==> src/rtl/csi_rx_pkg.sv <==
// Shared CSI-2 receive definitions: sync pattern, aligner state encoding and
// bit-offset type, plus the window byte-extraction helper.
package csi_rx_pkg;

  localparam int unsigned BYTE_W = 8;
  localparam int unsigned WIN_W  = 16;
  localparam int unsigned OFF_W  = 3;

  localparam logic [BYTE_W-1:0] CSI_SYNC_BYTE = 8'hB8;

  typedef enum logic {
    ALIGN_HUNT,
    ALIGN_LOCKED
  } align_state_t;

  typedef logic [OFF_W-1:0] bit_offset_t;

  // Byte starting at bit k of a two-word window (low word is the older one).
  function automatic logic [BYTE_W-1:0] window_byte(logic [WIN_W-1:0] w, bit_offset_t k);
    return BYTE_W'(w >> k);
  endfunction

endpackage

==> src/rtl/csi_rx_sync_detect.sv <==
// Combinational sync search over a 16-bit window; reports the lowest matching
// bit offset so that ties resolve deterministically.
module csi_rx_sync_detect
  import csi_rx_pkg::*;
#(
  parameter logic [7:0] SYNC_BYTE = CSI_SYNC_BYTE
) (
  input  logic [15:0] window,
  output logic        hit_c,
  output logic [2:0]  offset_c
);

  // Scan from the top down so the lowest hit is the last one written.
  always_comb begin
    hit_c    = 1'b0;
    offset_c = '0;
    for (int k = 7; k >= 0; k--) begin
      if (window_byte(window, OFF_W'(k)) == SYNC_BYTE) begin
        hit_c    = 1'b1;
        offset_c = OFF_W'(k);
      end
    end
  end

endmodule

==> src/rtl/csi_rx_byte_aligner.sv <==
// Per-lane HS byte aligner: hunts for the sync byte at any bit offset, locks to
// it and emits byte-aligned data until the packet handler ends the packet.
module csi_rx_byte_aligner
  import csi_rx_pkg::*;
#(
  parameter logic [7:0] SYNC_BYTE    = CSI_SYNC_BYTE,
  parameter logic [7:0] HUNT_TIMEOUT = 8'd255
) (
  input  logic       byte_clock,
  input  logic       reset_n,
  input  logic       enable,
  input  logic       wait_for_sync,
  input  logic       packet_done,
  input  logic [7:0] deser_in,
  output logic [7:0] aligned_byte,
  output logic       aligned_vld,
  output logic       locked,
  output logic [2:0] offset,
  output logic       hunt_timeout
);

  logic [BYTE_W-1:0] r0;
  logic [BYTE_W-1:0] r1;
  logic [BYTE_W-1:0] hunt_cnt;
  align_state_t      state;

  logic [WIN_W-1:0]  window_c;
  logic              sync_hit_c;
  logic [OFF_W-1:0]  sync_offset_c;
  logic [BYTE_W-1:0] locked_byte_c;
  logic              armed_c;

  assign window_c      = {r0, r1};
  assign locked_byte_c = window_byte(window_c, offset);
  assign armed_c       = enable && wait_for_sync;

  csi_rx_sync_detect #(
    .SYNC_BYTE (SYNC_BYTE)
  ) u_sync_detect (
    .window   (window_c),
    .hit_c    (sync_hit_c),
    .offset_c (sync_offset_c)
  );

  // Deserializer pipeline, hunt/lock FSM, timeout counter and output registers.
  always_ff @(posedge byte_clock) begin
    if (!reset_n) begin
      r0           <= '0;
      r1           <= '0;
      hunt_cnt     <= '0;
      state        <= ALIGN_HUNT;
      aligned_byte <= '0;
      aligned_vld  <= 1'b0;
      locked       <= 1'b0;
      offset       <= '0;
      hunt_timeout <= 1'b0;
    end else begin
      r0           <= deser_in;
      r1           <= r0;
      hunt_timeout <= 1'b0;
      case (state)
        ALIGN_HUNT: begin
          if (armed_c && sync_hit_c) begin
            state        <= ALIGN_LOCKED;
            locked       <= 1'b1;
            offset       <= sync_offset_c;
            aligned_byte <= SYNC_BYTE;
            aligned_vld  <= 1'b1;
            hunt_cnt     <= '0;
          end else begin
            aligned_vld <= 1'b0;
            if (!armed_c) begin
              hunt_cnt <= '0;
            end else if (hunt_cnt == HUNT_TIMEOUT) begin
              hunt_timeout <= 1'b1;
              hunt_cnt     <= '0;
            end else begin
              hunt_cnt <= hunt_cnt + 8'd1;
            end
          end
        end
        ALIGN_LOCKED: begin
          // The byte present in the terminating cycle is dropped.
          if (packet_done || !enable) begin
            state       <= ALIGN_HUNT;
            locked      <= 1'b0;
            aligned_vld <= 1'b0;
            hunt_cnt    <= '0;
          end else begin
            aligned_byte <= locked_byte_c;
            aligned_vld  <= 1'b1;
          end
        end
        default: begin
          state       <= ALIGN_HUNT;
          locked      <= 1'b0;
          aligned_vld <= 1'b0;
        end
      endcase
    end
  end

endmodule

==> config.mk <==
export PLATFORM = sky130hd
export DESIGN_NAME = csi_rx_byte_aligner
export DESIGN_NICKNAME = d
export VERILOG_FILES = /design/src/rtl/csi_rx_pkg.sv /design/src/rtl/csi_rx_sync_detect.sv /design/src/rtl/csi_rx_byte_aligner.sv
export SDC_FILE = /design/constraint.sdc
export NUM_CORES = 1
export LEC_CHECK = 0
export ABC_AREA = 1
export CAP_MARGIN = 30
export CORE_MARGIN = 8
export CORE_UTILIZATION = 50
export CTS_CLUSTER_SIZE = 14
export DETAILED_ROUTE_END_ITERATION = 12
export MAX_ROUTING_LAYER = met4
export PLACE_DENSITY = 0.76
export SYNTH_ARGS = -nofsm -noshare
export SYNTH_HDL_FRONTEND = slang
export SYNTH_SLANG_ARGS = --single-unit
==> constraint.sdc <==
create_clock -name byte_clock -period 1.4 [get_ports byte_clock]
set_input_delay 0.35 -clock byte_clock [delete_from_list [all_inputs] [get_ports byte_clock]]
set_output_delay 0.35 -clock byte_clock [all_outputs]
set_load 0.02 [all_outputs]
==> qor.yml <==
power:
  power.density_nw_per_um2: 723
  p_seq_share_pct: 48.9
  power_switching_share_pct: 24.1
  p_clk_share_pct: 40.6
  internal_power_mw: 1.75
  p_sw_mw: 0.557
  p_leak_nw: 1.51
  ir_worst_vdd_uv: 569
  fin_total_pwr_mw: 2.31
  pwr-share-comb_pct: 10.6
grt:
  grt_util_met2_pct: 33.5
  antenna_found_initial: 0
  first_global_vias: 2236
  grt_max_degree: 18
  use_met3_pct: 3.39
  busiest_layer: "met2"
  grt_pass1_wl_um: 9730
  gr-total-overflow: 0
  track_usage_pct: 18.8
  grt_use_met1_pct: 21.1
logic_synthesis:
  synth_edf_count: 0
  synth_top_area_share_pct: 35.2
  synth-seq-cells: 38
  yosys.area.top_type: "dfxtp_1"
  yosysWarnings: 0
  ys_async_sr_fraction_pct: 0
  synth_cells: 329
  synth_area_per_cell_um2: 6.57
  synthTopCellsByCount: "nand2_1 (93), inv_1 (46), dfxtp_1 (38), nor2_1 (29), o21ai_0 (24)"
  synthMostInstantiatedCell: "nand2_1"
  seq_area_frac_synth_pct: 35.2
  synth_cell_types: 31
  yosys_most_used_dff: "dfxtp_1"
  syn_area_um2: 2160
  yosys-top-cells-area: "dfxtp_1 (35%), nand2_1 (16%), inv_1 (8.0%)"
  synth_fp_nets: 343
die:
  start_util_pct: 50.7
  dieWidth_um: 81.7
  ios: 27
  die-area_um2: 6680
  num_rows: 24
  die_h_um: 81.7
  fp.coreArea_um2: 4260
final_layout:
  area_growth_pct: 47.8
  fin_nets: 424
  fin_util_pct: 74.9
  antenna_cells: 0
  drive_gt1_share_pct: 37.5
  postLayoutCellArea_um2: 3190
outcome:
  outcome: "finished with violations"
  violations: "negative setup slack"
route:
  drt_pre_antenna_iters: 4
  dr.first_iter.drc_count: 121
  vias_per_cell: 5.08
  drc: 0
  wl_per_cell_um: 13.4
  num_vias: 2351
  wl_um: 6190
  ant_nets: 0
placed_design:
  dpl_cell_area_um2: 2760
  io_buffers: 26
  routabilityCongestion: 0.860
  dp_hpwl_um: 4170
timing:
  worst_pin_slew_ns: 0.290
  finalWorstSetupSlack_ns: -0.100
  setup_tns_ns: -0.467
  finalSetupViolCount: 11
  final.setup_skew_ns: 0.00940
  slew_viol_final: 0
  hold_slack_ns: 0.409
  finalHoldViolCount: 0
  period_share_pct: 107
  relSlewSlack_pct: 80.5
  rsz0062_at_grt: "yes"
  fin_crit_ns: 1.50
  fmaxAchievable_mhz: 667
clocking:
  tritoncts: "done"
  cts_sinks: 38
  clock_latency_ns: 0.29
  clk_path_buf_depth: 2
  clkSlewWorstSetupHoldPaths_ns: 0.08
  h-tree-depth: 2
  cts_inserted_buffers: 5
  root_buffer: "clkbuf_8"
worst_setup_path:
  path_class: "flip-flop to flip-flop"
  crit_arrival_ns: 1.69
  cp_max_fo: 8
  worstSetupStartpointType: "flip-flop"
  worst_setup_path_end_kind: "flip-flop"
  cp.required_ns: 1.59
run:
  maxCapViolCount: 0
min_path:
  hold_class: "flip-flop to flip-flop"
[registers in the layout, summed over array words and instances (netlist names)]
signal and count:
state 1, hunt_timeout 1, aligned_byte 8, locked 1, r1 8, r0 8, offset 3, hunt_cnt 8
[worst paths after layout]
check	slack, ns	from	endpoint	cells after the start
min	0.41	r0[7]	r1[7]	2
min reg2reg	0.41	r0[7]	r1[7]	2
max	-0.10	r1[7]	offset[0]	11
max reg2reg	-0.10	r1[7]	offset[0]	11
[per-stage QoR]
step                      setup WS [ns]  instances
after CTS                       -0.0120        453
after global routing             -0.211        463
after floorplan                  0.0206        329
after detailed placement         -0.249        438
final                            -0.100        463
after global placement           -0.232        438
[cells by family (layout without fill, tap and decap cells)]
logic type                 Yosys count  count (layout)  synth area share (%)
AOI/OAI and AO/OA                   56              56                  15.7
xor gates and xnor gates             2               2                 0.811
adders and majority gates            1               1                 0.579
buffers and inverters               64             144                  12.3
DFF                                 38              38                  35.2
and+or+nand+nor                    168             170                  35.4
[worst max-delay path, stage by stage, from the launching register on]
cell and delay, ns:
dfxtp_4 0.37, inv_4 0.08, nand2_2 0.04, nor2_1 0.09, nand2_1 0.10, nand2_2 0.10, nor2_4 0.04, nand2_4 0.12
nand3_4 0.16, buf_4 0.19, nand2_2 0.06, a21oi_2 0.04
[routing by layer]
metal | wire [um] | up-vias
met5 | 0 | -
met4 | 88 | 0
met3 | 256 | 9
met2 | 3190 | 60
met1 | 2650 | 1068
li1 | - | 1214
[what timing repair did]
item	in CTS	in global routing
pin swaps	8	20
resized for setup	52	51
hold buffers	0	0
setup endpoints to repair	35	23
setup buffers	5	8
cloned	2	2
hold endpoints to repair	0	0
[power by group through the flow]
stage | sequential, mW | combinational [mW] | clock (mW)
final | 1.13 | 0.244 | 0.937
after global routing | 1.13 | 0.268 | 0.994
after CTS | 1.13 | 0.222 | 0.953
after detailed placement | 1.16 | 0.207 | 0
after global placement | 1.15 | 0.204 | 0
after floorplan | 1.15 | 0.0995 | 0
[cell usage in the layout, fill, tap and decap left out, types with 14 or more instances in the layout]
master / netlist / final
buf_4: 1 / 53
dfxtp_1: 38 / 23
inv_1: 46 / 38
nand2_1: 93 / 83
nand2_2: 7 / 14
nor2_1: 29 / 22
[area by class of cell]
cell class,count,area (um2)
sequential,38,797
timing repair inverter,2,12.5
multi-input combinational,229,1310
inverter,51,203
clock buffer,6,72.6
timing repair buffer,83,696
fill,314,1070
clock inverter,2,37.5
tap,52,65.1
Note: power is estimated with default switching activity, not from simulation.
